==> src/rtl/riscv_uart_tx.sv <==
// rtl/riscv_uart_tx.sv - memory-stage UART transmitter with TX FIFO and 8N1 serialiser
//
// Ports:
//   i_riscv_uart_clk       core clock, all state updates on the rising edge
//   i_riscv_uart_rst       synchronous active-high reset
//   i_riscv_uart_tx_valid  memory-stage UART store strobe
//   i_riscv_uart_tx_data   byte to send
//   o_riscv_uart_stall     store presented while FIFO full; holds the pipeline
//   o_riscv_uart_tx        serial line, idle high, registered
//   o_riscv_uart_busy      frame FSM not in IDLE
//   o_riscv_uart_empty     FIFO holds no entries
//   o_riscv_uart_full      FIFO holds FIFO_DEPTH entries
//   o_riscv_uart_count     FIFO occupancy
module riscv_uart_tx #(
    parameter int BAUD_DIV   = 434,
    parameter int FIFO_DEPTH = 8
) (
    input  logic                            i_riscv_uart_clk,
    input  logic                            i_riscv_uart_rst,
    input  logic                            i_riscv_uart_tx_valid,
    input  logic [7:0]                      i_riscv_uart_tx_data,
    output logic                            o_riscv_uart_stall,
    output logic                            o_riscv_uart_tx,
    output logic                            o_riscv_uart_busy,
    output logic                            o_riscv_uart_empty,
    output logic                            o_riscv_uart_full,
    output logic [$clog2(FIFO_DEPTH):0]     o_riscv_uart_count
);

    localparam int PW = $clog2(FIFO_DEPTH);
    localparam int CW = PW + 1;
    localparam int BW = $clog2(BAUD_DIV);

    typedef enum logic [1:0] {
        S_IDLE  = 2'd0,
        S_START = 2'd1,
        S_DATA  = 2'd2,
        S_STOP  = 2'd3
    } state_t;

    state_t          state_q, state_d;
    logic [BW-1:0]   baud_q, baud_d;
    logic [2:0]      bit_q, bit_d;
    logic [7:0]      shift_q, shift_d;
    logic            tx_q, tx_d;
    logic [PW-1:0]   wr_ptr_q, rd_ptr_q;
    logic [CW-1:0]   count_q;
    logic [7:0]      mem [FIFO_DEPTH];

    logic            full;
    logic            push;
    logic            pop;
    logic            baud_done;

    // Full is taken from the pre-edge count, so a pop on the same edge
    // never frees room for the store being presented.
    assign full      = (count_q == CW'(FIFO_DEPTH));
    assign push      = i_riscv_uart_tx_valid && !full;
    assign baud_done = (baud_q == BW'(BAUD_DIV - 1));

    // State register
    always_ff @(posedge i_riscv_uart_clk) begin
        if (i_riscv_uart_rst) begin
            state_q  <= S_IDLE;
            baud_q   <= '0;
            bit_q    <= '0;
            shift_q  <= '0;
            tx_q     <= 1'b1;
            wr_ptr_q <= '0;
            rd_ptr_q <= '0;
            count_q  <= '0;
        end else begin
            state_q <= state_d;
            baud_q  <= baud_d;
            bit_q   <= bit_d;
            shift_q <= shift_d;
            tx_q    <= tx_d;
            if (push) begin
                wr_ptr_q <= wr_ptr_q + 1'b1;
            end
            if (pop) begin
                rd_ptr_q <= rd_ptr_q + 1'b1;
            end
            case ({push, pop})
                2'b10:   count_q <= count_q + 1'b1;
                2'b01:   count_q <= count_q - 1'b1;
                default: count_q <= count_q;
            endcase
        end
    end

    // Storage needs no reset: pointers and count define validity.
    always_ff @(posedge i_riscv_uart_clk) begin
        if (push) begin
            mem[wr_ptr_q] <= i_riscv_uart_tx_data;
        end
    end

    // Next-state logic
    always_comb begin
        state_d = state_q;
        baud_d  = baud_q + 1'b1;
        bit_d   = bit_q;
        shift_d = shift_q;
        pop     = 1'b0;
        case (state_q)
            S_IDLE: begin
                baud_d = '0;
                if (count_q != '0) begin
                    pop     = 1'b1;
                    shift_d = mem[rd_ptr_q];
                    state_d = S_START;
                end
            end
            S_START: begin
                if (baud_done) begin
                    baud_d  = '0;
                    bit_d   = '0;
                    state_d = S_DATA;
                end
            end
            S_DATA: begin
                if (baud_done) begin
                    baud_d  = '0;
                    shift_d = {1'b0, shift_q[7:1]};
                    if (bit_q == 3'd7) begin
                        state_d = S_STOP;
                    end else begin
                        bit_d = bit_q + 3'd1;
                    end
                end
            end
            S_STOP: begin
                if (baud_done) begin
                    baud_d = '0;
                    // Chain straight into the next start bit when data waits.
                    if (count_q != '0) begin
                        pop     = 1'b1;
                        shift_d = mem[rd_ptr_q];
                        state_d = S_START;
                    end else begin
                        state_d = S_IDLE;
                    end
                end
            end
            default: begin
                state_d = S_IDLE;
            end
        endcase
    end

    // Output logic: tx is computed from the next state and registered,
    // so the line changes only on clock edges.
    always_comb begin
        tx_d = 1'b1;
        case (state_d)
            S_START: tx_d = 1'b0;
            S_DATA:  tx_d = shift_d[0];
            default: tx_d = 1'b1;
        endcase
    end

    assign o_riscv_uart_tx    = tx_q;
    assign o_riscv_uart_busy  = (state_q != S_IDLE);
    assign o_riscv_uart_empty = (count_q == '0);
    assign o_riscv_uart_full  = full;
    assign o_riscv_uart_count = count_q;
    assign o_riscv_uart_stall = i_riscv_uart_tx_valid && full;

endmodule

==> config.mk <==
export PLATFORM = sky130hd
export DESIGN_NAME = riscv_uart_tx
export DESIGN_NICKNAME = d
export VERILOG_FILES = /design/src/rtl/riscv_uart_tx.sv
export SDC_FILE = /design/constraint.sdc
export NUM_CORES = 1
export LEC_CHECK = 0
export ABC_CLOCK_PERIOD_IN_PS = 6700
export CORE_UTILIZATION = 51
export DETAILED_ROUTE_END_ITERATION = 10
export PLACE_DENSITY = 0.69
export SLEW_MARGIN = 20
export SYNTH_ARGS = -nofsm -noshare
export SYNTH_HDL_FRONTEND = slang
export SYNTH_SLANG_ARGS = --single-unit
==> constraint.sdc <==
create_clock -name i_riscv_uart_clk -period 6.7 [get_ports i_riscv_uart_clk]
set_input_delay 1.005 -clock i_riscv_uart_clk [delete_from_list [all_inputs] [get_ports i_riscv_uart_clk]]
set_output_delay 1.005 -clock i_riscv_uart_clk [all_outputs]
set_load 0.05 [all_outputs]
**Yosys cells after proc, flatten, opt, wreduce, memory -nomap -nowiden**

Memories as Yosys holds them, arrays and structs flattened. A register that Yosys moved wholly into a read port is not among the register bits.
Cells that the tools add are included.

- Bits in registers: 33
- Memory bits (writable): 64
- Bits of input ports: 11
- Output and inout bits: 9
- Logic and storage cells: 69
- Memories: 1

Memories:

| name | words | width | read ports | clocked after memory_dff | write ports | RTL line | RTL |
|---|---|---|---|---|---|---|---|
| mem | 8 | 8 | 1 | 1 | 1 | 48 | `logic [7:0] mem [FIFO_DEPTH];` |

- Add/sub/neg operators: 6
- Equal/unequal tests: 14
- Mux-type cells: 26
- Reduce and logical (&&, ||, !) cells: 13

Operator list:

| operator | number |
|---|---|
| 8-bit 2-to-1 mux | 3 |
| 8-bit one-hot mux with 3 select lines | 1 |
| 9-bit one-hot mux with 2 select lines | 1 |
| 3-bit 2-to-1 mux | 5 |
| 2-bit 2-to-1 mux | 5 |
| 3-bit by 1-bit adder with 3-bit output (second input constant) | 3 |
| 9-bit by 1-bit adder with 9-bit output (second input constant) | 1 |
| 9-bit equality test (second input constant) | 1 |
| 9-bit 2-to-1 mux | 1 |
| 2-bit equality test (second input constant) | 4 |
| 2-bit != test (second input constant) | 4 |
| 2-bit one-hot mux with 4 select lines | 1 |
| 4-bit one-hot mux with 2 select lines | 1 |
| 2-bit by 1-bit equality test with 1-bit output (second input constant) | 3 |
| 3-bit one-hot mux with 2 select lines | 1 |
| 2-bit nonzero test | 3 |
| 1-bit 2-to-1 mux | 5 |
| 4-bit by 1-bit adder with 4-bit output (second input constant) | 1 |
| 4-bit equality test (second input constant) | 1 |
| 4-bit zero test | 1 |
| 1-bit one-hot mux with 2 select lines | 2 |
| 4-bit AND reduction | 1 |
| 4-bit nonzero test | 1 |
| 4-bit by 1-bit subtractor with 4-bit output (second input constant) | 1 |
| other kinds (7) | 8 |

**Longest topological paths before layout**

Gate-level depths: netlist of the first run.

- Depth in word-level cells: 6
- Depth in mapped cells: 13
- Mapped depth without buffers: 12

**Least setup slack after synthesis of the first run**

OpenSTA, ideal clock, no wires.

- Path type: register to register
- From: register count_q[1], in the netlist o_riscv_uart_count[1]
- To: register count_q[2], in the netlist o_riscv_uart_count[2]
- Setup time: 0.071 ns
- Data arrival time: 2.992 ns
- Data required time: 6.629 ns
- Path slack: 3.637 ns
- Stages on the path, launching flop included: 11
- Path buffers: 1
- Period minus slack after synthesis: 3.063 ns
- Cells stage by stage: dfxtp_1 -> buf_2 -> nor4_4 -> nor3_1 -> ha_1 -> xor2_1 -> ha_1 -> a21oi_1 -> xor2_1 -> or3_1 -> a21oi_1

- Longest elaborated chain between the ends: 6
- Elaborated cells between the ends (all ways): 13
- Classes of those cells: add/sub (2); eq/ne (3); mux (4); reduce/logical (4)

Ends and longest elaborated chain:

| item | RTL line | RTL |
|---|---|---|
| start, declared | 47 | `logic [CW-1:0] count_q;` |
| start signal, assigned | 85 | `2'b10: count_q <= count_q + 1'b1;` |
| start signal, assigned | 86 | `2'b01: count_q <= count_q - 1'b1;` |
| start signal, assigned | 87 | `default: count_q <= count_q;` |
| 4-bit nonzero test (*) | 109, 137 |  |
| 1-bit 2-to-1 mux (*) | 109, 137 |  |
| 1-bit 2-to-1 mux | 134 | `if (baud_done) begin` |
| 1-bit one-hot mux with 2 select lines (*) | 106 | `case (state_q)` |
| net pop | 52 | `logic pop;` |
| 2-bit by 1-bit equality test with 1-bit output / 2-bit equality test (equally long branches) | 84 | `case ({push, pop})` |
| 4-bit one-hot mux with 2 select lines / 2-bit nonzero test (equally long branches) | - |  |

Mark *: on every way through the listed nets, which the timed path passes. The rest lies on a longest branch.
A chain may end at the register's enable or synchronous reset.

**Final worst setup path of the first run**

- From: input i_riscv_uart_tx_valid
- To: register count_q[2], in the netlist o_riscv_uart_count[2]

- Longest elaborated chain between the ends: 3
- Elaborated cells between the ends (all ways): 5
- Classes of those cells: eq/ne (2); mux (1); reduce/logical (2)

Ends and longest elaborated chain:

| item | RTL line | RTL |
|---|---|---|
| start, declared | 20 | `input logic i_riscv_uart_tx_valid,` |
| 1-bit logical AND (*) | 58 | `assign push = i_riscv_uart_tx_valid && !full;` |
| 2-bit by 1-bit equality test with 1-bit output / 2-bit equality test (equally long branches) | 84 |  |
| 4-bit one-hot mux with 2 select lines / 2-bit nonzero test (equally long branches) | - |  |

Mark *: on every way between the ends. The rest lies on a longest branch, timed or not.

==> results by group, run 1 <==
Run status
  • Status: completed

Synth
  • Total number of yosys warnings: 0
  • Synth cell count leaders: edfxtp_1 (64), dfxtp_1 (36), nor2_1 (34), nand2_1 (16)
  • Post-synth top area share: 44.5%
  • Cell count after synthesis: 314
  • #FFs+latches synth: 100
  • EDFF count, synth: 64
  • Async S/R FF share, synth: 0%
  • Area leader, netlist: edfxtp_1
  • Synth unique cells: 52
  • Synth Net Count: 340
  • Synth Flop Type: edfxtp_1
  • Count leader, synth: edfxtp_1
  • Post-synthesis sequential area ratio: 61.3%
  • Synth top area cells: edfxtp_1 (45%), dfxtp_1 (17%), mux4_2 (7.8%)
  • Synth Area per Inst: 13.7 um^2
  • Synthesized area: 0.00431 mm^2

Timing
  • Worst Tran Pin Value: 0.938 ns
  • Worst Skew: 0.0155 ns
  • Slew headroom: 37.3%
  • Final critical-path share of the clock period: 52.5%
  • Final Hold Fails: 0
  • Slew Limit Fails: 0
  • Min Clock Period, post-route: 3.52 ns
  • Fmax: 0.284 GHz
  • Final Setup Violations: 0
  • Fin Setup TNS: 0 ns
  • RSZ-0062 raised after global routing: false

Floorplanning
  • Die height: 94.0 um
  • Die area: 0.00883 mm^2
  • Site Rows: 33
  • Core area: 0.00822 mm^2
  • Ports: 20
  • Initial Utilization: 52.5%
  • Die X: 94.0 um

Worst setup path
  • Register-to-Register Path Depth: 10
  • R2R Setup Slk: 3.62 ns
  • Cell Chain, Critical Path: clkdlybuf4s50_1 -> a21boi_0 -> inv_1 -> ha_1 -> xor2_1 -> ha_1 -> a21oi_1 -> xor2_1 -> or3_1 -> a21oi_1
  • Crit. End Element: register
  • Required @ worst endpoint: 6.98 ns
  • WS Path Type: in2reg
  • Crit path max fanout: 7
  • WP data arrival: 3.79 ns
  • CP Capture Point: o_riscv_uart_count[2]
  • Startpoint types: primary input
  • RR Endpoint: o_riscv_uart_count[2]
  • Critical Path Start: i_riscv_uart_tx_valid
  • Worst path max stage delay: 0.60 ns
  • Worst flop-to-flop path startpoint: o_riscv_uart_count[1]
  • Slowest cell on crit path: a21boi_0

Power
  • P_leak: 0.00158 uW
  • Worst-case vdd ir drop: 0.165 mV
  • PwrDens: 368 mW/mm^2
  • Design Power: 1770 uW

Final layout
  • Layout area overhead: 11.7%
  • Total Nets Final: 363
  • Number of fill cells: 670
  • ANT cells: 0
  • Share of layout cells above drive strength 1: 14.6%

Routing
  • DRC violations left: 0
  • DR vias/cell: 5.57
  • Initial DRT Pass Iterations: 4
  • Routed WL per cell: 16.8 um
  • DRT iter0 DRCs: 72
  • Total Wirelength: 7520 um
  • Vias: 2,488
  • ANT nets after route: 0

CTS
  • CTS Sinks: 100
  • CTS buffer count: 9
  • CTS tree: built
  • Post CTS Setup Buffer Count: 0
  • H-tree depth: 3
  • Clk Latency, worst-skew pair: 0.36 ns
  • # resized after CTS: 0
  • Clock Path Buffers: 2
  • Hold-fix buffers, CTS: 0
  • CTS root buf: clkbuf_8
  • Clock transition at path regs: 0.10 ns

Min path
  • Worst Hold Class: reg2reg

Placed design
  • Detailed Place HPWL: 5040 um
  • GP Congestion: 0.759
  • Count of input and output buffers: 19

Global route
  • GR Overflow Total: 0
  • GRT Total Usage: 18.9%
  • First-pass GRT wire length: 12,100 um
  • Initial antenna violation count: 0
  • Largest net degree at the start of global routing: 24
  • Vias in the first global route: 2,455

Flow run
  • Max_cap viols: 0
## power breakdown
| group | switching (uW) | total, uW | internal, uW |
|---|---|---|---|
| clock network | 226 | 371 | 145 |
| logic | 334 | 595 | 261 |
| registers | 79.3 | 807 | 728 |
| total | 639 | 1770 | 1130 |
## stage by stage
stage	std cells	hold WS [ns]	worst slack (ns)	cell area (um^2)	util, %
detailed placement	431	0.461	2.88	4620	56.2
global route	447	0.502	3.00	4820	58.6
CTS	447	0.487	3.25	4810	58.6
global placement	431	0.458	2.98	4620	56.2
finish	447	0.488	3.18	4820	58.6
floorplan	314	0.441	3.64	4310	-
## worst min-delay path by stage
stage                     startpoint          to  slack (ns)  depth (start not counted)
after CTS                   bit_q[1]    bit_q[1]        0.49                          2
after global routing      shift_q[1]  shift_q[1]        0.50                          1
final                     shift_q[1]  shift_q[1]        0.49                          1
after floorplan           shift_q[1]  shift_q[1]        0.44                          1
after global placement      bit_q[2]    bit_q[2]        0.46                          2
after detailed placement  shift_q[4]  shift_q[4]        0.46                          1
## final cells by class
cell class	count	area, um^2	area share (%)
flip-flops and latches	100	2640	54.9
multi-input cells	194	1600	33.2
repair buffers	23	220	4.57
well taps	105	131	2.73
clock buffers	9	124	2.57
clock inverters	7	67.6	1.40
inverters	9	33.8	0.701
## cell families (layout without fill, tap and decap cells)
kind of cell,Yosys count,after routing,share of synthesized area (%)
XOR/XNOR,15,15,3.05
AO/OA/AOI/OAI,43,43,7.05
buffers and inverters,20,48,1.83
flip-flops,100,100,61.3
AND/OR/NAND/NOR,95,95,12.0
adder cells (fa/ha/maj),15,15,4.35
multiplexers,26,26,10.4
## metal layers
metal	up-vias	global-route usage [%]	part of all wire [%]
met2	32	31.6	51
li1	1222	-	-
met1	1229	24.1	46
met3	5	5.10	3.0
met4	0	5.38	0.79
met5	-	0	0
## cell usage in the layout, fill, tap and decap left out, types with 8 or more instances in the layout
cell / n
clkdlybuf4s50_1: 19
nor2_1: 34
clkbuf_8: 9
a21oi_1: 9
edfxtp_1: 64
nand3_1: 8
mux4_2: 15
nand2_1: 16
mux2i_1: 9
inv_1: 9
dfxtp_1: 35
o21ai_0: 11
ha_1: 15
xnor2_1: 9
## worst max-delay path, delay by kind of cell
| family | cells | cell delay [ns] |
|---|---|---|
| fa+ha+maj | 2 | 0.53 |
| buf+inv | 2 | 0.78 |
| simple gates | 1 | 0.31 |
| compound gates | 3 | 0.90 |
| xor+xnor | 2 | 0.26 |
## flip-flops by register name, summed over array words and instances, names as in the netlist, named ones only
| signal | flops |
|---|---|
| bit_q | 3 |
| wr_ptr_q | 3 |
| o_riscv_uart_count | 4 |
| shift_q | 8 |
| o_riscv_uart_tx | 1 |
| rd_ptr_q | 3 |
| state_q | 2 |
| mem | 64 |
| baud_q | 9 |
No activity file was read; power rests on OpenSTA's default activity.
==> run 2: changes to the inputs <==
ABC_CLOCK_PERIOD_IN_PS = 3500   (was 6700)
clock period = 3.5 ns   (was 6.7 ns; I/O delays follow)
==> results by group, run 2 (synthesis results as in run 1) <==
Run status
  • Status: completed (unchanged)

Power
  • Switching Share: 36.3% (was 36.1%)
  • P_leak: 0.00162 uW (was 0.00158 uW)
  • PwrDens: 703 mW/mm^2 (was 368 mW/mm^2)
  • Reg power frac: 43.7% (was 45.5%)
  • Design Power: 3420 uW (was 1770 uW)
  • Internal: 2180 uW (was 1130 uW)
  • Worst-case vdd ir drop: 0.392 mV (was 0.165 mV)
  • Logic pwr share: 35.7% (was 33.6%)
  • Psw: 1240 uW (was 639 uW)
  • Clk pwr share: 20.6% (was 20.9%)

Global route
  • Met2 track demand over resource: 32.7% (was 31.6%)
  • First-pass GRT wire length: 12,400 um (was 12,100 um)
  • Vias in the first global route: 2,478 (was 2,455)
  • GRT Total Usage: 19.5% (was 18.9%)
  • GR Overflow Total: 0 (unchanged)
  • Most Crowded Layer GR: met2 (unchanged)
  • Met3 Resource Use GR: 5.10% (unchanged)
  • Met1 Track Usage GR: 24.5% (was 24.1%)
  • Initial antenna violation count: 0 (unchanged)
  • Largest net degree at the start of global routing: 20 (was 24)

Timing
  • Worst Skew: 0.0197 ns (was 0.0155 ns)
  • Min Clock Period, post-route: 2.95 ns
  • RSZ-0062 raised after global routing: false (unchanged)
  • Fin Setup TNS: 0 ns (unchanged)
  • Final critical-path share of the clock period: 84.3%
  • Slew headroom: 59.0% (was 37.3%)
  • Worst Tran Pin Value: 0.613 ns (was 0.938 ns)
  • Final Setup Violations: 0 (unchanged)
  • Slew Limit Fails: 0 (unchanged)
  • Final Hold Fails: 0 (unchanged)
  • Fmax: 0.339 GHz

Floorplanning
  • Ports: 20 (unchanged)
  • Die height: 94.0 um (unchanged)
  • Core area: 0.00822 mm^2 (unchanged)
  • Site Rows: 33 (unchanged)
  • Die area: 0.00883 mm^2 (unchanged)
  • Die X: 94.0 um (unchanged)
  • Initial Utilization: 52.5% (unchanged)

CTS
  • CTS root buf: clkbuf_8 (unchanged)
  • CTS Sinks: 100 (unchanged)
  • Post CTS Setup Buffer Count: 0 (unchanged)
  • Clock Path Buffers: 2 (unchanged)
  • # resized after CTS: 0 (unchanged)
  • Clk Latency, worst-skew pair: 0.38 ns (was 0.36 ns)
  • Hold-fix buffers, CTS: 0 (unchanged)
  • CTS buffer count: 9 (unchanged)
  • CTS tree: built (unchanged)
  • Clock transition at path regs: 0.09 ns (was 0.10 ns)
  • H-tree depth: 3 (unchanged)

Final layout
  • Most common cell after layout, fill and taps aside: edfxtp_1 (unchanged)
  • ANT cells: 0 (unchanged)
  • Biggest register: mem (unchanged)
  • Total Nets Final: 371 (was 363)
  • Share of layout cells above drive strength 1: 15.7% (was 14.6%)
  • Final Cell Area: 0.00487 mm^2 (was 0.00482 mm^2)
  • Max reg flops: 64 (unchanged)
  • Footprint of the multi-input gates: 0.00159 mm^2 (was 0.00160 mm^2)
  • Most frequent cells in the layout: edfxtp_1 (64), dfxtp_1 (36), nor2_1 (34), clkdlybuf4s50_1 (19), nand2_1 (16) (was edfxtp_1 (64), dfxtp_1 (35), nor2_1 (34), clkdlybuf4s50_1 (19), nand2_1 (16))
  • Register area: 0.00264 mm^2 (about the same)
  • Top Registers: mem: 64 flops, baud_q: 9 flops, shift_q: 8 flops (unchanged)
  • Number of fill cells: 647 (was 670)
  • Layout area overhead: 12.8% (was 11.7%)

Placed design
  • Detailed Place HPWL: 4990 um (was 5040 um)
  • Count of input and output buffers: 19 (unchanged)
  • Placed Area: 0.00468 mm^2 (was 0.00462 mm^2)
  • GP Congestion: 0.804 (was 0.759)

Routing
  • ANT nets after route: 0 (unchanged)
  • DR vias/cell: 5.52 (was 5.57)
  • Initial DRT Pass Iterations: 4 (unchanged)
  • Total Wirelength: 7560 um (was 7520 um)
  • DRT iter0 DRCs: 164 (was 72)
  • DRC violations left: 0 (unchanged)
  • Routed WL per cell: 16.6 um (was 16.8 um)
  • Vias: 2,510 (was 2,488)

Min path
  • Worst Hold Class: reg2reg (unchanged)

Worst setup path
  • Crit. End Element: register (unchanged)
  • Startpoint types: register (was primary input)
  • WS Path Type: reg2reg (was in2reg)
  • Required @ worst endpoint: 3.78 ns (was 6.98 ns)
  • WP data arrival: 3.24 ns (was 3.79 ns)
  • Crit path max fanout: 6 (was 7)

Flow run
  • Max_cap viols: 0 (unchanged)
run 2: through the flow:
stage / hold slack, ns / worst slack (ns) / utilization, % / cells
final: 0.477 / 0.548 / 59.2 / 455
after global routing: 0.497 / 0.198 / 59.2 / 455
after CTS: 0.482 / 0.578 / 59.2 / 455
after detailed placement: 0.463 / 0.613 / 57.0 / 439
after global placement: 0.457 / 0.711 / 57.0 / 439
after floorplan: 0.441 / 0.437 / - / 314
run 2: power groups by stage:
stage | Clock [uW] | Combinational (uW) | Sequential (uW)
after detailed placement | 0 | 1230 | 1520
after global routing | 772 | 1340 | 1510
final | 704 | 1220 | 1490
after global placement | 0 | 1200 | 1520
after CTS | 721 | 1230 | 1490
after floorplan | 0 | 838 | 1580
run 2: path summary, 6_finish.rpt:
kind	startpoint	to	slack, ns	depth (start not counted)
worst max-delay path	baud_q[0]	o_riscv_uart_count[2]	0.55	11
worst min-delay path	bit_q[1]	bit_q[1]	0.48	2
worst max register to register	baud_q[0]	o_riscv_uart_count[2]	0.55	11
worst min register to register	bit_q[1]	bit_q[1]	0.48	2
run 2: worst max-delay path: stages (launching register included):
cell	delay [ns]
dfxtp_1	0.41
ha_1	0.19
and4_1	0.31
a31oi_2	0.18
nor3_1	0.41
ha_1	0.34
xor2_1	0.10
ha_1	0.19
a21oi_1	0.17
xor2_1	0.10
or3_1	0.31
a21oi_1	0.14
run 2: layout make-up:
cell class,instances,share of cell area [%]
tap,105,2.70
multi-input combinational,194,32.7
sequential,100,54.3
clock buffer,9,2.55
timing repair buffer,31,5.76
clock inverter,7,1.26
inverter,9,0.694
run 2: per-layer routing:
layer,part of all wire [%],vias to the layer above
met5,0,-
met4,1.3,0
met3,3.5,10
met2,49,41
met1,46,1219
li1,-,1240
